## src/rtl/scan_doubler_if.sv

```systemverilog
// Video bus between the palette stage, the scan doubler and the display side.
// Native-rate pixel inputs plus the doubled-rate output pixel and syncs.
interface scan_doubler_if;
    logic       h_half;
    logic       in_hsync;
    logic       in_vsync;
    logic [2:0] in_r;
    logic [2:0] in_g;
    logic [1:0] in_b;
    logic       in_valid;
    logic [2:0] out_r;
    logic [2:0] out_g;
    logic [1:0] out_b;
    logic       out_valid;
    logic       out_hsync;
    logic       out_vsync;

    modport master (
        output h_half, in_hsync, in_vsync, in_r, in_g, in_b, in_valid,
        input  out_r, out_g, out_b, out_valid, out_hsync, out_vsync
    );

    modport slave (
        input  h_half, in_hsync, in_vsync, in_r, in_g, in_b, in_valid,
        output out_r, out_g, out_b, out_valid, out_hsync, out_vsync
    );
endinterface

```

## src/rtl/scan_doubler.sv

```systemverilog
// Line doubler: ping-pong line buffers, each native line replayed twice at full clk rate.
// Optional SCAN_DOUBLER_SCANLINE_EN dims the second copy of every line (each component >>1).
module scan_doubler #(
    parameter int H_ACTIVE    = 256,
    parameter int H_TOTAL     = 384,
    parameter int HSYNC_START = 300,
    parameter int HSYNC_LEN   = 46
) (
    input  logic          clk,
    input  logic          rst_n,
    scan_doubler_if.slave vid
);
    localparam int AW = $clog2(H_ACTIVE);
    localparam int WW = AW + 1;
    localparam int RW = $clog2(H_TOTAL);

    localparam logic [WW-1:0] WR_MAX  = WW'(H_ACTIVE);
    localparam logic [RW-1:0] RD_ACT  = RW'(H_ACTIVE);
    localparam logic [RW-1:0] RD_LAST = RW'(H_TOTAL - 1);
    localparam logic [RW-1:0] HS_BEG  = RW'(HSYNC_START);
    localparam logic [RW-1:0] HS_END  = RW'(HSYNC_START + HSYNC_LEN);

    // {valid, r, g, b}; upper address bit selects the bank
    logic [8:0] mem [0:2*H_ACTIVE-1];

    logic [WW-1:0] wr_x_q, wr_x_d;
    logic          wsel_q, wsel_d;
    logic          seen_q, seen_d;
    logic          primed_q, primed_d;
    logic [RW-1:0] rd_x_q, rd_x_d;
    logic          rd_line_q, rd_line_d;

    logic          we;
    logic [AW:0]   waddr;
    logic [8:0]    wdata;
    logic          strobe;

    // stage 1: RAM read plus the flags that travel with it
    logic [8:0]    rd_data_q;
    logic          vis1_q, hs1_q, vs1_q, line1_q;
    logic          vs1_d;

    // stage 2: output registers
    logic [7:0]    out_pix_q, out_pix_d;
    logic          out_vld_q, out_vld_d;
    logic          out_hs_q, out_vs_q;
    logic [7:0]    pix;

    assign strobe = ~vid.h_half;
    assign wdata  = {vid.in_valid, vid.in_r, vid.in_g, vid.in_b};

    always_comb begin
        wr_x_d   = wr_x_q;
        wsel_d   = wsel_q;
        seen_d   = seen_q;
        primed_d = primed_q;
        we       = 1'b0;
        waddr    = {wsel_q, wr_x_q[AW-1:0]};
        if (vid.in_hsync) begin
            // a sample coinciding with hsync is pixel 0 of the new line
            wsel_d   = ~wsel_q;
            seen_d   = 1'b1;
            primed_d = primed_q | seen_q;
            we       = strobe;
            waddr    = {~wsel_q, {AW{1'b0}}};
            wr_x_d   = strobe ? WW'(1) : '0;
        end else if (strobe && (wr_x_q < WR_MAX)) begin
            we     = 1'b1;
            wr_x_d = wr_x_q + WW'(1);
        end
    end

    always_comb begin
        rd_x_d    = rd_x_q + RW'(1);
        rd_line_d = rd_line_q;
        if (vid.in_hsync) begin
            rd_x_d    = '0;
            rd_line_d = 1'b0;
        end else if (rd_x_q == RD_LAST) begin
            rd_x_d    = '0;
            rd_line_d = ~rd_line_q;
        end
    end

    assign vs1_d = (rd_x_q == '0) ? vid.in_vsync : vs1_q;

    always_comb begin
        pix = rd_data_q[7:0];
`ifdef SCAN_DOUBLER_SCANLINE_EN
        if (line1_q)
            pix = {1'b0, pix[7:6], 1'b0, pix[4:3], 1'b0, pix[1]};
`endif
        out_vld_d = rd_data_q[8] & vis1_q;
        out_pix_d = out_vld_d ? pix : 8'h00;
    end

    always_ff @(posedge clk) begin
        if (we)
            mem[waddr] <= wdata;
    end

    always_ff @(posedge clk or negedge rst_n) begin
        if (!rst_n) begin
            wr_x_q    <= '0;
            wsel_q    <= 1'b0;
            seen_q    <= 1'b0;
            primed_q  <= 1'b0;
            rd_x_q    <= '0;
            rd_line_q <= 1'b0;
            rd_data_q <= '0;
            vis1_q    <= 1'b0;
            hs1_q     <= 1'b0;
            vs1_q     <= 1'b0;
            line1_q   <= 1'b0;
            out_pix_q <= '0;
            out_vld_q <= 1'b0;
            out_hs_q  <= 1'b0;
            out_vs_q  <= 1'b0;
        end else begin
            wr_x_q    <= wr_x_d;
            wsel_q    <= wsel_d;
            seen_q    <= seen_d;
            primed_q  <= primed_d;
            rd_x_q    <= rd_x_d;
            rd_line_q <= rd_line_d;
            rd_data_q <= mem[{~wsel_q, rd_x_q[AW-1:0]}];
            vis1_q    <= (rd_x_q < RD_ACT) & primed_q;
            hs1_q     <= (rd_x_q >= HS_BEG) & (rd_x_q < HS_END);
            vs1_q     <= vs1_d;
            line1_q   <= rd_line_q;
            out_pix_q <= out_pix_d;
            out_vld_q <= out_vld_d;
            out_hs_q  <= hs1_q;
            out_vs_q  <= vs1_q;
        end
    end

    assign vid.out_r     = out_pix_q[7:5];
    assign vid.out_g     = out_pix_q[4:2];
    assign vid.out_b     = out_pix_q[1:0];
    assign vid.out_valid = out_vld_q;
    assign vid.out_hsync = out_hs_q;
    assign vid.out_vsync = out_vs_q;
endmodule
```

## src/flat_wrapper.sv

```systemverilog
// flat-port wrapper written by rule: the top's interface ports become plain ports
module scan_doubler_flat 
#(
    parameter int H_ACTIVE    = 256,
    parameter int H_TOTAL     = 384,
    parameter int HSYNC_START = 300,
    parameter int HSYNC_LEN   = 46
)
  (clk, rst_n, vid_h_half, vid_in_hsync, vid_in_vsync, vid_in_r, vid_in_g, vid_in_b, vid_in_valid, vid_out_r, vid_out_g, vid_out_b, vid_out_valid, vid_out_hsync, vid_out_vsync);
  scan_doubler_if vid_i ();
  input  logic clk;
  input  logic rst_n;
  input wire logic [$bits(vid_i.h_half)-1:0] vid_h_half;
  input wire logic [$bits(vid_i.in_hsync)-1:0] vid_in_hsync;
  input wire logic [$bits(vid_i.in_vsync)-1:0] vid_in_vsync;
  input wire logic [$bits(vid_i.in_r)-1:0] vid_in_r;
  input wire logic [$bits(vid_i.in_g)-1:0] vid_in_g;
  input wire logic [$bits(vid_i.in_b)-1:0] vid_in_b;
  input wire logic [$bits(vid_i.in_valid)-1:0] vid_in_valid;
  output wire logic [$bits(vid_i.out_r)-1:0] vid_out_r;
  output wire logic [$bits(vid_i.out_g)-1:0] vid_out_g;
  output wire logic [$bits(vid_i.out_b)-1:0] vid_out_b;
  output wire logic [$bits(vid_i.out_valid)-1:0] vid_out_valid;
  output wire logic [$bits(vid_i.out_hsync)-1:0] vid_out_hsync;
  output wire logic [$bits(vid_i.out_vsync)-1:0] vid_out_vsync;
  assign vid_i.h_half = vid_h_half;
  assign vid_i.in_hsync = vid_in_hsync;
  assign vid_i.in_vsync = vid_in_vsync;
  assign vid_i.in_r = vid_in_r;
  assign vid_i.in_g = vid_in_g;
  assign vid_i.in_b = vid_in_b;
  assign vid_i.in_valid = vid_in_valid;
  assign vid_out_r = vid_i.out_r;
  assign vid_out_g = vid_i.out_g;
  assign vid_out_b = vid_i.out_b;
  assign vid_out_valid = vid_i.out_valid;
  assign vid_out_hsync = vid_i.out_hsync;
  assign vid_out_vsync = vid_i.out_vsync;
  scan_doubler #(.H_ACTIVE(H_ACTIVE), .H_TOTAL(H_TOTAL), .HSYNC_START(HSYNC_START), .HSYNC_LEN(HSYNC_LEN)) u_core (.clk(clk), .rst_n(rst_n), .vid(vid_i));
endmodule
```

## config.mk

```make
export PLATFORM = sky130hd
export DESIGN_NAME = scan_doubler_flat
export DESIGN_NICKNAME = d
export VERILOG_FILES = /design/src/rtl/scan_doubler_if.sv /design/src/rtl/scan_doubler.sv /design/src/flat_wrapper.sv
export SDC_FILE = /design/constraint.sdc
export NUM_CORES = 2
export LEC_CHECK = 0
export ABC_CLOCK_PERIOD_IN_PS = 5500
export BUFFER_PORTS_ARGS = -buffer_cell sky130_fd_sc_hd__buf_2
export CAP_MARGIN = 5
export CORE_MARGIN = 1
export CORE_UTILIZATION = 25
export CTS_CLUSTER_DIAMETER = 80
export CTS_CLUSTER_SIZE = 12
export DETAILED_ROUTE_END_ITERATION = 12
export PLACE_DENSITY = 0.46
export SLEW_MARGIN = 20
export SYNTH_ARGS = -nofsm -noshare
export SYNTH_HDL_FRONTEND = slang
export SYNTH_MEMORY_MAX_BITS = 65536
export SYNTH_SLANG_ARGS = --single-unit
```

## constraint.sdc

```tcl
create_clock -name clk -period 5.5 [get_ports clk]
set_input_delay 1.1 -clock clk [delete_from_list [all_inputs] [get_ports clk]]
set_output_delay 1.1 -clock clk [all_outputs]
set_load 0.02 [all_outputs]
```

==> load_flow_metrics.sql <==
INSERT INTO impl_metrics (metric_group, metric, value, unit) VALUES
('finish', 'commonest_non_fill_non_tap_cell_in_the_layout', 'edfxtp_1', ''),
('timing', 'max_clock_skew', '0.0917', 'ns'),
('routing', 'drt-initial-drc-count', '12200', ''),
('worst_setup_path', 'criticalPathCategory', 'reg -> reg', ''),
('timing', 'timing_hold_violations_final', '0', ''),
('finish', 'filler_cell_count', '70200', ''),
('yosys', 'synth-edff-count', '4608', ''),
('yosys', 'synth.area.top_cells', 'edfxtp_1, mux4_2, mux2i_1', ''),
('grt', 'grt_pass1_wl', '807', 'mm'),
('finish', 'area_occupied_by_multi_input_gates', '38600', 'µm²'),
('pwr', 'ir_worst_vdd', '287', 'µV'),
('yosys', 'synth-warning-count', '0', ''),
('routing', 'met2WireLength', '277', 'mm'),
('yosys', 'synth_top_family_by_area', 'multiplexers', ''),
('routing', 'drt_pass1_iterations', '6', ''),
('timing', 'max_freq', '0.201', 'GHz'),
('finish', 'final_util', '28.8', '%'),
('floorplan', 'row_count', '312', ''),
('finish', 'area_used_by_sequential_logic_in_the_layout', '139000', 'µm²'),
('worst_setup_path', 'critical_path.max_fanout', '26', ''),
('clocking', 'cts.repair.resized', '0', ''),
('clocking', 'tritoncts', 'built', ''),
('placed_design', 'place.port_buffers', '24', ''),
('routing', 'post-route-drc-count', '0', ''),
('floorplan', 'coreArea', '721000', 'µm²'),
('worst_hold_path', 'hp-class', 'in -> async', ''),
('routing', 'wire_per_inst', '31.8', 'µm'),
('yosys', 'synth.cell_area', '181000', 'µm²'),
('pwr', 'leakage', '0.0630', 'µW'),
('clocking', 'cts_htree_levels', '5', ''),
('floorplan', 'design.die.area', '727000', 'µm²'),
('yosys', 'syn_area_per_cell', '21.3', 'µm²'),
('timing', 'share_of_the_clock_period_used_by_the_worst_path', '90.6', '%'),
('clocking', 'clock_tree.buffer_depth', '4', ''),
('worst_setup_path', 'setup.worst_path.end_class', 'flop', ''),
('clocking', 'cts_buffers', '433', ''),
('yosys', 'post_synth_and_or_nand_nor_area_fraction', '2.36', '%'),
('clocking', 'clock_tree_root_buffer_cell', 'clkbuf_16', ''),
('timing', 'slew_violations', '0', ''),
('timing', 'final_period_minus_worst_setup_slack', '4.98', 'ns'),
('placed_design', 'dpl.hpwl', '377', 'mm'),
('yosys', 'ys_seq_area_share', '77.1', '%'),
('yosys', 'synth-main-ff-cell', 'edfxtp_1', ''),
('floorplan', 'floorplan.die.width', '853', 'µm'),
('routing', 'route.met3.wl', '48.6', 'mm'),
('timing', 'tns', '0', 'ns'),
('routing', 'routed-via-count', '92700', ''),
('yosys', 'synth_top_area_share', '76.5', '%'),
('run', 'max-cap-violations', '0', ''),
('yosys', 'synth_mux_area_share', '15.8', '%'),
('timing', 'finalSetupViolCount', '0', ''),
('routing', 'count_of_antenna_violating_nets_left_after_detailed_routing', '0', ''),
('clocking', 'post-cts-setup-buffer-count', '0', ''),
('yosys', 'synthXorXnorAreaFrac', '0.0581', '%'),
('outcome', 'status', 'completed', ''),
('yosys', 'synth_fa_ha_area_share', '0.0207', '%'),
('worst_setup_path', 'setup.reg_to_reg.worst_slack', '0.52', 'ns'),
('floorplan', 'i_o_pin_total', '25', ''),
('grt', 'grt_start_max_net_pins', '152', ''),
('finish', 'final_cell_mix', 'edfxtp_1, mux4_2, nor2_1, buf_4, clkbuf_16', ''),
('routing', 'routed_via_density', '4.95', ''),
('finish', 'layout.nets', '9044', ''),
('routing', 'met1Wirelength', '251', 'mm'),
('worst_setup_path', 'timing.critical_path.arrival', '5.85', 'ns'),
('floorplan', 'floorplan.initialDensity', '25.1', '%'),
('yosys', 'postSynthCellCount', '8504', ''),
('clocking', 'cts_sinks', '4652', ''),
('clocking', 'cts_hold_buf', '0', ''),
('clocking', 'worst_skew_pair.late_latency', '1.05', 'ns'),
('placed_design', 'finalWeightedCongestion', '0.839', ''),
('worst_setup_path', 'worst_setup_path_start_kind', 'flop', '');
## final cells by class
class                      count  area share (%)
antenna                       24          0.0289
clock buffer                 489            5.32
clock inverter                47           0.383
inverter                      11          0.0301
multi-input combinational   3316            18.6
sequential                  4652            67.1
tap                         9577            5.77
timing repair buffer         613            2.79
## cell usage after synthesis, types with 28 or more instances
| cell type | instances |
|---|---|
| a22oi_1 | 61 |
| buf_6 | 73 |
| buf_4 | 62 |
| nor2_1 | 598 |
| a31oi_1 | 28 |
| nor3_1 | 31 |
| mux4_2 | 1041 |
| nand2_1 | 259 |
| a21oi_1 | 123 |
| edfxtp_1 | 4608 |
| buf_2 | 100 |
| mux2_2 | 78 |
| dfrtp_1 | 44 |
| buf_1 | 42 |
| mux2i_1 | 432 |
| o221ai_1 | 105 |
| o22ai_1 | 107 |
| o21ai_0 | 73 |
| a221oi_1 | 60 |
| nand3_1 | 35 |
| clkbuf_1 | 221 |
## cell families (layout without fill, tap and decap cells)
| family | Yosys count | in the layout |
|---|---|---|
| AO/OA/AOI/OAI | 717 | 717 |
| XOR/XNOR | 12 | 12 |
| adder cells (fa/ha/maj) | 3 | 3 |
| buffers and inverters | 536 | 1160 |
| flip-flops | 4652 | 4652 |
| multiplexers | 1552 | 1552 |
| other | 0 | 24 |
| AND/OR/NAND/NOR | 1032 | 1032 |
## registers in the layout (all words and copies together), names as in the netlist, 8 cells and up
| register | flops |
|---|---|
| u_core.mem | 4608 |
| u_core.wr_x_q | 9 |
| u_core.rd_data_q | 9 |
| u_core.rd_x_q | 9 |
| u_core.out_pix_q | 8 |
## worst paths after layout
path                                  startpoint                    to  depth (start not counted)
worst max-delay path            u_core.rd_x_q[1]   u_core.rd_data_q[6]                          8
worst min register to register      u_core.hs1_q  u_core.vid.out_hsync                          0
worst min-delay path                       rst_n  u_core.vid.out_hsync                          2
min in group clk                    vid_in_vsync          u_core.vs1_q                          2
worst max register to register  u_core.rd_x_q[1]   u_core.rd_data_q[6]                          8
max in group asynchronous                  rst_n      u_core.rd_x_q[3]                          2
## critical path: stages (launching register included)
cell and delay [ns]:
dfrtp_4 0.93, nand2b_4 0.74, buf_4 0.27, o221ai_1 0.30, o22ai_1 0.95, o21ai_0 0.26
nand4b_1 0.67, a311oi_1 0.48, a211oi_1 0.16
## power breakdown
part | switching, µW | internal [µW] | leakage [µW]
registers | 110 | 39000 | 0.0420
logic | 3580 | 1830 | 0.0153
clock network | 13100 | 14200 | 0.00575
## metal layers
layer / track usage [%] / up-vias
li1: - / 36300
met1: 22.1 / 51100
met2: 25.3 / 4447
met3: 2.99 / 835
met4: 4.35 / 12
met5: 0 / -
## through the flow
stage / std cells / setup WS, ns / hold slack (ns) / cell area [µm²]
floorplan: 8504 / 2.19 / 0.331 / 181000
global placement: 18200 / 0.385 / 0.345 / 196000
detailed placement: 18200 / 0.667 / 0.349 / 196000
CTS: 18700 / 0.649 / 0.182 / 208000
global route: 18700 / 0.514 / 0.249 / 208000
finish: 18700 / 0.520 / 0.237 / 208000
(Power assumes the default switching activity.)
